--- src/rtl/ledger_commit.sv ---
// Transfer commit controller: reads the sender and receiver words, checks funds and
// overflow, then writes back the debited sender and the credited receiver.
module ledger_commit #(
    parameter int ADDR_W = 5,
    parameter int VAL_W  = 8,
    parameter int TAG_W  = 4
) (
    input  logic                     clock,
    input  logic                     resetn,
    input  logic                     start,
    input  logic [ADDR_W-1:0]        sender_id,
    input  logic [ADDR_W-1:0]        receiver_id,
    input  logic [VAL_W-1:0]         amount,
    input  logic                     verified,
    input  logic [TAG_W+VAL_W-1:0]   mem_rdata,
    output logic [ADDR_W-1:0]        mem_addr,
    output logic [TAG_W+VAL_W-1:0]   mem_wdata,
    output logic                     mem_we,
    output logic                     busy,
    output logic                     done,
    output logic [1:0]               status
);
    localparam int WORD_W = TAG_W + VAL_W;

    localparam logic [1:0] ST_OK         = 2'd0;
    localparam logic [1:0] ST_BAD_VERIFY = 2'd1;
    localparam logic [1:0] ST_NO_FUNDS   = 2'd2;
    localparam logic [1:0] ST_OVERFLOW   = 2'd3;

    typedef enum logic [2:0] {
        IDLE, CHECK, RD_SND, RD_RCV, EVAL, WR_SND, WR_RCV, FINISH
    } state_t;

    state_t state, next_state;

    logic [ADDR_W-1:0] snd_addr, rcv_addr;
    logic [VAL_W-1:0]  amt;
    logic [WORD_W-1:0] snd_word, rcv_word;
    logic [1:0]        next_status;

    logic [VAL_W-1:0]  snd_bal;
    logic [VAL_W-1:0]  rcv_bal_rd;
    logic [VAL_W:0]    rcv_sum_rd;
    logic              no_funds;
    logic              overflow;
    logic [WORD_W-1:0] snd_new;
    logic [WORD_W-1:0] rcv_new;

    // In EVAL the receiver word is still on mem_rdata, so decide from it directly.
    assign snd_bal    = snd_word[VAL_W-1:0];
    assign rcv_bal_rd = mem_rdata[VAL_W-1:0];
    assign rcv_sum_rd = {1'b0, rcv_bal_rd} + {1'b0, amt};
    assign no_funds   = (amt > snd_bal);
    assign overflow   = rcv_sum_rd[VAL_W];
    assign snd_new    = {snd_word[WORD_W-1:VAL_W], snd_bal - amt};
    assign rcv_new    = {rcv_word[WORD_W-1:VAL_W], rcv_word[VAL_W-1:0] + amt};

    always_ff @(posedge clock) begin
        if (!resetn) begin
            state    <= IDLE;
            status   <= ST_OK;
            snd_addr <= '0;
            rcv_addr <= '0;
            amt      <= '0;
            snd_word <= '0;
            rcv_word <= '0;
        end else begin
            state  <= next_state;
            status <= next_status;
            if (state == IDLE && start) begin
                snd_addr <= sender_id;
                rcv_addr <= receiver_id;
                amt      <= amount;
            end
            if (state == RD_RCV) snd_word <= mem_rdata;
            if (state == EVAL)   rcv_word <= mem_rdata;
        end
    end

    always_comb begin
        next_state  = state;
        next_status = status;
        mem_addr    = '0;
        mem_wdata   = '0;
        mem_we      = 1'b0;
        busy        = (state != IDLE);
        done        = 1'b0;
        case (state)
            IDLE: begin
                if (start) next_state = CHECK;
            end
            CHECK: begin
                if (!verified) begin
                    next_status = ST_BAD_VERIFY;
                    next_state  = FINISH;
                end else if (snd_addr == rcv_addr) begin
                    next_status = ST_OK;
                    next_state  = FINISH;
                end else begin
                    next_state = RD_SND;
                end
            end
            RD_SND: begin
                mem_addr   = snd_addr;
                next_state = RD_RCV;
            end
            RD_RCV: begin
                mem_addr   = rcv_addr;
                next_state = EVAL;
            end
            EVAL: begin
                if (no_funds) begin
                    next_status = ST_NO_FUNDS;
                    next_state  = FINISH;
                end else if (overflow) begin
                    next_status = ST_OVERFLOW;
                    next_state  = FINISH;
                end else begin
                    next_state = WR_SND;
                end
            end
            WR_SND: begin
                mem_we     = 1'b1;
                mem_addr   = snd_addr;
                mem_wdata  = snd_new;
                next_state = WR_RCV;
            end
            WR_RCV: begin
                mem_we      = 1'b1;
                mem_addr    = rcv_addr;
                mem_wdata   = rcv_new;
                next_status = ST_OK;
                next_state  = FINISH;
            end
            FINISH: begin
                done       = 1'b1;
                next_state = IDLE;
            end
            default: next_state = IDLE;
        endcase
    end
endmodule
--- config.mk ---
export PLATFORM = sky130hd
export DESIGN_NAME = ledger_commit
export DESIGN_NICKNAME = d
export VERILOG_FILES = /design/src/rtl/ledger_commit.sv
export SDC_FILE = /design/constraint.sdc
export NUM_CORES = 1
export LEC_CHECK = 0
export ABC_AREA = 1
export BUFFER_PORTS_ARGS = -buffer_cell sky130_fd_sc_hd__buf_4
export CORE_MARGIN = 2
export CORE_UTILIZATION = 32
export DETAILED_ROUTE_END_ITERATION = 12
export GPL_ROUTABILITY_DRIVEN = 0
export GPL_TIMING_DRIVEN = 1
export MAX_ROUTING_LAYER = met4
export PLACE_DENSITY_LB_ADDON = 0.15
export SLEW_MARGIN = 20
export SYNTH_ARGS = -nofsm -noshare
export SYNTH_HDL_FRONTEND = slang
export SYNTH_SLANG_ARGS = --single-unit
--- constraint.sdc ---
create_clock -name clock -period 2.5 [get_ports clock]
set_input_delay 0.125 -clock clock [delete_from_list [all_inputs] [get_ports clock]]
set_output_delay 0.125 -clock clock [all_outputs]
set_load 0.005 [all_outputs]
==> run metrics <==
die width slightly below 100 um; Hold Crit Depth 3; Post-Place Cells between 500 and 600; final setup TNS 0 ps; vias per cell just under 5; Inserted Diodes 0; status finished clean; WHS ~60 ps; power per cell area between 900 and 1000 nW/um2; crit share post-route between 90% and 100%; initial antenna violation count 0; Die Span Y around 96 um; hold buffers post-CTS 0; Tmin final between 2000 and 2500 ps; IO Port Bufs 55; DRC 0; largest vdd supply drop 0.2921 mV; dominant synthesized flop cell dfxtp_1; MaxCap Viol Count 0; crit path launch type flip-flop; largest net degree at the start of global routing 47; Hold Startpoint mem_rdata[8]; share of the synthesized area in the top cell type between 30% and 40%; HP Class input port to flip-flop; Setup Buffers After CTS 0; Detail Route Antenna Nets 0; Post-synth EDFFs 0; synthesized net count 439; Initial Util between 30% and 40%; leading post-synthesis cells by cell area dfxtp_1 35%, ha_1 10%, nor2_1 8.7%, o21ai_0 8.3%, nand2_1 7.6%; clock slew at reported path FFs 90 ps; most instantiated cells after synthesis 63 x nor2_1, 55 x nand2_1, 47 x dfxtp_1, 45 x o21ai_0, 38 x a21oi_1; max-slew violation count 0; leak pwr around 0.0016 uW; io pins 56; crit path max fanout 4; final setup fails 0; TritonCTS clock tree done; Root Driver clkbuf_8; Crit Reg-Reg Endpoint status[0]$_SDFFE_PN0P_; Final Hold Fails 0; vias in the first global route 2498; fin nets just under 500; synthesized area roughly 2700 um2; routed wire length about 7200 um; top-count cell post-synth nor2_1; vias post-DR 2591; largest area contributor in the netlist dfxtp_1; CP required 2380 ps; GRT Residual Overflow 0; Bufs on Longest Clock Path 2; DP Area 3226 um2; critical path class flip-flop to primary output; Yosys reg bits 47; Worst-Skew Late Latency roughly 300 ps; fin cells 539; synth warn 0; Final HPWL DP approximately 5400 um; Worst setup EP type primary output; wire per inst 13.33 um; Hold EP rcv_word[8]$_SDFFE_PN0P_; Arr. time, crit path 2150 ps; Num CTS Buffers 5; R2R Setup Slk between 500 and 600 ps; Critical R2R Launch amt[0]$_SDFFE_PN0P_; clock skew ~4.4 ps; Cell Rows 33; Core Box Area approximately 8200 um2; Detailed Routing Iterations Pass 1 4; first-pass GRT wire length about 12000 um; GRT Overall Usage between 10% and 20%; FMAX approximately 0.44 GHz; Reg2Reg Depth 10; H-tree levels 2; Unique masters post-synth 35; asr flop ratio synth 0%; Area Overhead vs Synth 22.73%; final instance area ~3300 um2; syn avg cell area between 7 and 8 um2; CTS Sinks 47; Slew headroom 58.52%; layout cells sized above 1 between 10% and 20%; worst-margin pin slew a little over 600 ps; Die ar. approximately 9300 um2; register area share after synthesis 34.53%; unrepaired setup endpoints after global routing no; initial DRC count 98; Post-Syn Instances approximately 380; CTS resizes 0
-- critical path: stages, from the launching register on --
cell      delay (ps)
dfxtp_1          340
ha_1             220
fa_1             390
nand3b_1         170
nand2_1          140
a31oi_1          120
nand2_1           80
nand2_1           50
o22ai_1          200
buf_4            150
-- flip-flops by register name, summed over array words and instances (netlist names) --
register	count
snd_addr	5
rcv_word	12
status	2
amt	8
rcv_addr	5
state	3
snd_word	12
-- report_power, final --
group / total [uW] / internal [uW] / leakage, uW / switching (uW)
clock: 588 / 324 / 0.0000612 / 264
sequential: 1110 / 962 / 0.000385 / 150
combinational: 1540 / 593 / 0.00117 / 948
-- cells by family (layout without fill, tap and decap cells) --
kind of cell | Yosys count | in the layout | share of synthesized area (%)
adder cells (fa/ha/maj) | 24 | 24 | 11.57
buffers and inverters | 54 | 107 | 8.034
XOR/XNOR | 6 | 6 | 1.928
flip-flops | 47 | 47 | 34.53
AO/OA/AOI/OAI | 107 | 107 | 21.40
AND/OR/NAND/NOR | 143 | 143 | 22.54
-- layer usage --
metal | routed length (um) | vias to the layer above | GRT usage, % | part of all wire (%)
met5 | 0 | - | - | 0
met4 | 25 | 0 | 3.214 | 0.35
met3 | 214 | 4 | 2.584 | 3.0
met2 | 3436 | 46 | 28.70 | 48
met1 | 3507 | 1169 | 22.08 | 49
li1 | - | 1372 | - | -
-- layout make-up --
cell class	count	area (um2)
fill	902	4872
multi-input combinational	280	1565
sequential	47	942.2
timing repair buffer	57	427.9
inverter	42	160.2
tap	105	131.4
clock buffer	6	82.58
clock inverter	2	35.03
-- how the worst max path moves through the flow --
stage | from | end | cells after the start
floorplan | amt[0]$_SDFFE_PN0P_ | status[1]$_SDFFE_PN0P_ | 9
global placement | amt[0]$_SDFFE_PN0P_ | status[1]$_SDFFE_PN0P_ | 9
detailed placement | amt[1]$_SDFFE_PN0P_ | mem_wdata[6] | 12
CTS | amt[1]$_SDFFE_PN0P_ | mem_wdata[6] | 12
global route | amt[0]$_SDFFE_PN0P_ | mem_wdata[6] | 13
finish | amt[0]$_SDFFE_PN0P_ | mem_wdata[6] | 9
-- placed cells by master (no fill, tap or decap) --
| master | n |
|---|---|
| nor2_1 | 63 |
| buf_4 | 57 |
| nand2_1 | 55 |
| dfxtp_1 | 46 |
| o21ai_0 | 45 |
| a21oi_1 | 38 |
| inv_1 | 37 |
| ha_1 | 22 |
| nand3_1 | 10 |
| o22ai_1 | 9 |
| clkbuf_8 | 6 |
| inv_2 | 4 |
| a22o_1 | 4 |
| xor2_1 | 4 |
| o21ai_1 | 3 |
| nand4_1 | 3 |
| nand2_2 | 3 |
| a31oi_1 | 2 |
| nand3b_1 | 2 |
| a21oi_2 | 2 |
| xnor2_1 | 2 |
| nor2_4 | 2 |
| fa_1 | 2 |
| or2_4 | 1 |
| nor2_8 | 1 |
| inv_4 | 1 |
| nor2_2 | 1 |
| a21o_1 | 1 |
| o21bai_1 | 1 |
| or2_2 | 1 |
| nor3_1 | 1 |
| o21a_1 | 1 |
| a41oi_1 | 1 |
| dfxtp_2 | 1 |
| bufinv_16 | 1 |
| clkinv_2 | 1 |
-- metrics by stage --
step / power [uW] / setup WS, ps / util, %
2_1_floorplan: 2219 / 732.2 / -
3_3_place_gp: 2664 / 581.7 / 39.26
3_5_place_dp: 2679 / 537.4 / 39.26
4_1_cts: 3274 / 194.8 / 40.69
5_1_grt: 3546 / 6.658 / 40.70
6_report: 3240 / 223.2 / 40.70
(Power assumes the default switching activity.)
